$ cat src/rtl/move_ball.sv
// Ball motion controller: serves from the bar, bounces off walls and the bar,
// and tracks misses, lives and the LOST/OVER game states.
module move_ball #(
    parameter int R_BALL     = 4,
    parameter int STEP       = 4,
    parameter int W_BAR      = 64,
    parameter int H_BAR      = 8,
    parameter int LOST_TICKS = 60,
    parameter int LIVES_INIT = 3
) (
    input  logic       clock,
    input  logic       reset,
    input  logic       tick,
    input  logic       start,
    input  logic [9:0] bar_x,
    input  logic [9:0] bar_y,
    input  logic [9:0] next_x,
    input  logic [9:0] next_y,
    output logic [9:0] x,
    output logic [9:0] y,
    output logic       posicao,
    output logic       hit,
    output logic       lost,
    output logic [1:0] lives,
    output logic [1:0] estado
);

    localparam logic [1:0] IDLE = 2'd0;
    localparam logic [1:0] MOVE = 2'd1;
    localparam logic [1:0] LOST = 2'd2;
    localparam logic [1:0] OVER = 2'd3;

    localparam int CW = $clog2(LOST_TICKS + 1);
    localparam logic [CW-1:0] CNT_LAST = CW'(LOST_TICKS - 1);

    localparam logic [10:0] R11    = 11'(R_BALL);
    localparam logic [10:0] STEP11 = 11'(STEP);
    localparam logic [10:0] W11    = 11'(W_BAR);
    localparam logic [10:0] H11    = 11'(H_BAR);
    localparam logic [10:0] XMAX11 = 11'(640 - R_BALL);
    localparam logic [10:0] YMAX11 = 11'(480 - R_BALL);
    localparam logic [9:0]  R10    = 10'(R_BALL);
    localparam logic [9:0]  STEP10 = 10'(STEP);
    localparam logic [9:0]  XMAX10 = 10'(640 - R_BALL);
    localparam logic [9:0]  YOFF10 = 10'(H_BAR + R_BALL);

    logic [1:0]    state_q, state_d;
    logic [9:0]    x_q, x_d;
    logic [9:0]    y_q, y_d;
    logic          dx_q, dx_d;   // 1 = right
    logic          dy_q, dy_d;   // 1 = up
    logic [1:0]    lives_q, lives_d;
    logic [CW-1:0] cnt_q, cnt_d;
    logic          hit_q, hit_d;
    logic          lost_q, lost_d;

    logic [10:0] x_w, y_w, bx_w, by_w, nx_w, ny_w;
    logic        bar_hit;

    always_comb begin
        x_w  = {1'b0, x_q};
        y_w  = {1'b0, y_q};
        bx_w = {1'b0, bar_x};
        by_w = {1'b0, bar_y};
        nx_w = {1'b0, next_x};
        ny_w = {1'b0, next_y};
    end

    // Bar-top terms are moved to the other side so nothing underflows.
    always_comb begin
        bar_hit = (y_w + R11 + H11 <= by_w) &&
                  (y_w + R11 + STEP11 + H11 >= by_w) &&
                  (x_w + W11 + R11 >= bx_w) &&
                  (x_w <= bx_w + W11 + R11);
    end

    always_comb begin
        state_d = state_q;
        x_d     = x_q;
        y_d     = y_q;
        dx_d    = dx_q;
        dy_d    = dy_q;
        lives_d = lives_q;
        cnt_d   = cnt_q;
        hit_d   = 1'b0;
        lost_d  = 1'b0;
        case (state_q)
            IDLE: begin
                x_d = bar_x;
                y_d = bar_y - YOFF10;
                if (!start && lives_q != 2'd0) begin
                    state_d = MOVE;
                    dx_d    = 1'b1;
                    dy_d    = 1'b1;
                end
            end
            MOVE: begin
                if (tick) begin
                    if (dx_q) begin
                        if (x_w + STEP11 >= XMAX11) begin
                            x_d  = XMAX10;
                            dx_d = 1'b0;
                        end else begin
                            x_d = x_q + STEP10;
                        end
                    end else if (x_w <= R11 + STEP11) begin
                        x_d  = R10;
                        dx_d = 1'b1;
                    end else begin
                        x_d = x_q - STEP10;
                    end

                    if (dy_q) begin
                        if (y_w <= R11 + STEP11) begin
                            y_d  = R10;
                            dy_d = 1'b0;
                        end else begin
                            y_d = y_q - STEP10;
                        end
                    end else if (bar_hit) begin
                        // A centred hit leaves the wall-rule dx result in place.
                        y_d   = bar_y - YOFF10;
                        dy_d  = 1'b1;
                        hit_d = 1'b1;
                        if (x_q < bar_x) begin
                            dx_d = 1'b0;
                        end else if (x_q > bar_x) begin
                            dx_d = 1'b1;
                        end
                    end else if (y_w + STEP11 >= YMAX11) begin
                        lost_d  = 1'b1;
                        lives_d = lives_q - 2'd1;
                        state_d = (lives_q > 2'd1) ? LOST : OVER;
                    end else begin
                        y_d = y_q + STEP10;
                    end
                end
            end
            LOST: begin
                if (tick) begin
                    if (cnt_q == CNT_LAST) begin
                        state_d = IDLE;
                        cnt_d   = '0;
                    end else begin
                        cnt_d = cnt_q + 1'b1;
                    end
                end
            end
            default: begin
            end
        endcase
    end

    always_ff @(posedge clock or negedge reset) begin
        if (!reset) begin
            state_q <= IDLE;
            x_q     <= 10'd320;
            y_q     <= 10'd452;
            dx_q    <= 1'b1;
            dy_q    <= 1'b1;
            lives_q <= 2'(LIVES_INIT);
            cnt_q   <= '0;
            hit_q   <= 1'b0;
            lost_q  <= 1'b0;
        end else begin
            state_q <= state_d;
            x_q     <= x_d;
            y_q     <= y_d;
            dx_q    <= dx_d;
            dy_q    <= dy_d;
            lives_q <= lives_d;
            cnt_q   <= cnt_d;
            hit_q   <= hit_d;
            lost_q  <= lost_d;
        end
    end

    always_comb begin
        posicao = (nx_w + R11 >= x_w) && (nx_w <= x_w + R11) &&
                  (ny_w + R11 >= y_w) && (ny_w <= y_w + R11);
    end

    assign x      = x_q;
    assign y      = y_q;
    assign hit    = hit_q;
    assign lost   = lost_q;
    assign lives  = lives_q;
    assign estado = state_q;

endmodule

$ cat config.mk
export PLATFORM = sky130hd
export DESIGN_NAME = move_ball
export DESIGN_NICKNAME = d
export VERILOG_FILES = /design/src/rtl/move_ball.sv
export SDC_FILE = /design/constraint.sdc
export NUM_CORES = 1
export LEC_CHECK = 0
export CORE_AREA = 2 2 90 113
export DETAILED_ROUTE_END_ITERATION = 6
export DIE_AREA = 0 0 92 115
export PLACE_DENSITY = 0.86
export SYNTH_ARGS = -nofsm -noshare
export SYNTH_HDL_FRONTEND = slang
export SYNTH_SLANG_ARGS = --single-unit
$ cat constraint.sdc
create_clock -name clock -period 4.7 [get_ports clock]
set_input_delay 0.47 -clock clock [delete_from_list [all_inputs] [get_ports clock]]
set_output_delay 0.47 -clock clock [all_outputs]
set_load 0.005 [all_outputs]
==> metrics <==
fraction of power spent switching nets 52.7%; setup slack, reg-to-reg 0.22 ns; fraction of layout cells with a size suffix above 1 8.03%; routed wire length per instance 19.7 µm; cell at the root of the clock tree sky130_fd_sc_hd__clkbuf_16; count of input and output buffers 70; combinational cell fraction of total power 75.8%; CP endpoint kind flop; DRT Wirelength 17,000 µm; worst setup path startpoint y[2]; sequential share of power 16.5%; cts hold-fix bufs 0; Fill cells 810; Max FO, Critical Path 10; Vias 5,505; top-level port count 71; number of detailed-route iterations in the first pass 7; share of the cycle needed by the critical path after routing 95.3%; Post-Syn Nets 803; clock-pin transition on the worst setup and hold timing paths 0.06 ns; leftover overflow at the end of global routing 0; Floorplan Core Area 0.00951 mm²; data arrival at the endpoint of the critical path 4.65 ns; headroom to the max-slew limit 37.2%; Worst Slack Setup Final 0.221 ns; power share of the clock group 7.7%; Layout Utilization 66.7%; Die Area 0.0106 mm²; initial antenna violation count 0; ant diodes 0; internal power 2.07 mW; remaining number of nets flagged by the antenna check after routing 0; status finished clean; maxcap violations 0; largest voltage drop on the vdd net 509 µV; leak pwr 2.83 nW; worst slack at placement 0.0892 ns; CP Data Required Time 4.87 ns; number of nets in the finished design 874; HPWL after DPL 13,800 µm; Post-Syn Area 0.00530 mm²; number of synthesized flops with an enable pin 0; initial core utilization 55.7%; num rows 40; Clock Sinks 34; pin count of the biggest net entering global routing 35; Critical Path Source Type flop; combined area of the multi-input logic cells 0.00413 mm²; synthesized instance count 663; count of endpoints failing hold in the final timing report 0; share of synthesized area occupied by flip-flops and latches 16.3%; Final Max Slew Viols 0; critical path capture point y[9]; per-cell via count in the routed design 6.39; worst setup path category flop to flop; post-route setup TNS 0 ns; startpoint of the worst register-to-register path y[2]; buffer levels on the longest clock path 2; pwr dens 688 mW/mm²; Async SR Flop Fraction 100%; via count of the first global-routing pass 5,570; classification of the worst-slack hold path flop to flop; register cell area after layout 865 µm²; peak clock frequency supported by timing 0.223 GHz; drt first-iter violations 339; latest clock arrival within the worst-skew pair 0.28 ns; signed area change from the synthesized netlist to the final layout 19.8%; register bit total from synthesis 34; primary flip-flop cell chosen by synthesis mapping sky130_fd_sc_hd__dfrtp_1; total power draw 4.37 mW; Tightest Pin Transition 0.943 ns; GRT Overall Usage 32.4%; Final Instance Count excl. Fillers 861; P_sw 2.30 mW; Final setup viols 0; Synthesis Warnings 0; clock tree from TritonCTS done; final critical-path required period 4.48 ns; weighted congestion reported at the end of routability-driven placement 0.963; RSZ-0062 raised after global routing no; DRC violation count after routing 0; DIE WIDTH 92 µm; count of different cell masters after synthesis 70; reg2reg end y[9]; Worst Skew 0.00727 ns; vertical extent of the die 115 µm; level count of the clock H-tree 2; number of buffers inserted during clock tree synthesis 5; Placed Cells incl. Taps 850; first-pass GRT wire length 27,400 µm; syn_area_per_cell 7.99 µm²; worst reg2reg path depth 14
[layer usage]
metal	up-vias	track usage, %	share of wire [%]
li1	2582	-	-
met1	2600	36.5	38
met2	250	60.4	52
met3	73	2.82	5.2
met4	0	17.6	5.3
met5	-	0	0
[Yosys cell counts (8+ instances only)]
master | number | share of area (%)
sky130_fd_sc_hd__clkbuf_1 | 11 | 0.78
sky130_fd_sc_hd__nor3_1 | 20 | 1.9
sky130_fd_sc_hd__o21a_1 | 10 | 1.4
sky130_fd_sc_hd__a21o_1 | 16 | 2.3
sky130_fd_sc_hd__o21ai_0 | 31 | 2.9
sky130_fd_sc_hd__xor2_1 | 13 | 2.2
sky130_fd_sc_hd__nor2b_1 | 9 | 1.1
sky130_fd_sc_hd__dfrtp_1 | 24 | 11
sky130_fd_sc_hd__a21oi_1 | 50 | 4.7
sky130_fd_sc_hd__ha_1 | 96 | 23
sky130_fd_sc_hd__nand2b_1 | 8 | 0.95
sky130_fd_sc_hd__and3_1 | 8 | 0.95
sky130_fd_sc_hd__nand3_1 | 31 | 2.9
sky130_fd_sc_hd__nand2_1 | 42 | 3.0
sky130_fd_sc_hd__nor2_1 | 31 | 2.2
sky130_fd_sc_hd__xnor2_1 | 45 | 7.4
sky130_fd_sc_hd__inv_1 | 63 | 4.5
sky130_fd_sc_hd__a31oi_1 | 12 | 1.4
sky130_fd_sc_hd__dfstp_2 | 10 | 5.0
sky130_fd_sc_hd__nand4_1 | 9 | 1.1
[logic make-up (layout without fill, tap and decap cells)]
logic type	Yosys count	in the layout	synth area share [%]
muxes	3	3	0.662
AOI/OAI and AO/OA	198	198	26.0
xor gates and xnor gates	59	59	9.90
and+or+nand+nor	188	188	18.2
buffers and inverters	85	157	6.26
adders and majority gates	96	96	22.7
DFF	34	34	16.3
[flip-flops by register name, summed over array words and instances (netlist names)]
register,count
estado,2
lives,2
x,10
hit,1
cnt_q,6
y,10
dx_q,1
dy_q,1
lost,1
[layout make-up]
class,instances,share of cell area [%]
Tap cell,126,2.48
Clock inverter,1,0.0789
Clock buffer,7,2.25
Inverter,65,3.84
Sequential cell,34,13.6
Multi-Input combinational cell,544,65.0
Timing Repair Buffer,84,12.7
[worst min path at each step]
stage	start	end	cells after the start
final	cnt_q[4]	cnt_q[4]	1
after global routing	cnt_q[4]	cnt_q[4]	1
after CTS	cnt_q[4]	cnt_q[4]	1
after detailed placement	cnt_q[4]	cnt_q[4]	1
after global placement	cnt_q[4]	cnt_q[4]	1
after floorplan	reset	cnt_q[0]	0
[through the flow]
step                      hold slack (ns)  instance area [µm²]
final                               0.492                 6350
after global routing                0.509                 6350
after CTS                           0.499                 6300
after detailed placement            0.491                 6150
after global placement              0.478                 6150
after floorplan                     0.174                 5300
[placed cells by master, fill, tap and decap left out, types with 12 or more instances in the layout]
master,synthesis,routed
sky130_fd_sc_hd__a21o_1,16,16
sky130_fd_sc_hd__nand3_1,31,30
sky130_fd_sc_hd__buf_4,1,14
sky130_fd_sc_hd__a31oi_1,12,12
sky130_fd_sc_hd__nor3_1,20,20
sky130_fd_sc_hd__o21ai_0,31,31
sky130_fd_sc_hd__xor2_1,13,12
sky130_fd_sc_hd__nor2_1,31,31
sky130_fd_sc_hd__dfrtp_1,24,23
sky130_fd_sc_hd__inv_1,63,63
sky130_fd_sc_hd__xnor2_1,45,45
sky130_fd_sc_hd__nand2_1,42,42
sky130_fd_sc_hd__a21oi_1,50,50
sky130_fd_sc_hd__clkdlybuf4s50_1,0,70
sky130_fd_sc_hd__ha_1,96,94
[worst max-delay path: stages, from the launching register on]
cell and delay (ns):
sky130_fd_sc_hd__dfstp_2 0.64, sky130_fd_sc_hd__inv_1 0.17, sky130_fd_sc_hd__ha_2 0.43, sky130_fd_sc_hd__ha_1 0.23
sky130_fd_sc_hd__inv_1 0.08, sky130_fd_sc_hd__or4_1 0.57, sky130_fd_sc_hd__xor2_2 0.19, sky130_fd_sc_hd__ha_1 0.32
sky130_fd_sc_hd__a21oi_1 0.17, sky130_fd_sc_hd__or4b_1 0.44, sky130_fd_sc_hd__nand2_1 0.11, sky130_fd_sc_hd__and3_2 0.31
sky130_fd_sc_hd__nand2_4 0.11, sky130_fd_sc_hd__mux2_4 0.32, sky130_fd_sc_hd__o31a_1 0.27
[power groups by stage]
| stage | Sequential, mW | Clock [mW] | Combinational (mW) |
|---|---|---|---|
| global placement | 0.701 | 0 | 3.08 |
| global route | 0.733 | 0.350 | 3.62 |
| floorplan | 0.567 | 0 | 2.24 |
| finish | 0.721 | 0.335 | 3.31 |
| detailed placement | 0.710 | 0 | 3.18 |
| CTS | 0.707 | 0.332 | 3.21 |
[timing repair]
| item | in CTS | in global routing |
|---|---|---|
| gates resized for setup | 0 | 7 |
| setup endpoints to repair | 0 | 15 |
| hold endpoints to repair | 0 | 0 |
| setup buffers | 0 | 3 |
Power figures use the tool's default switching activity.
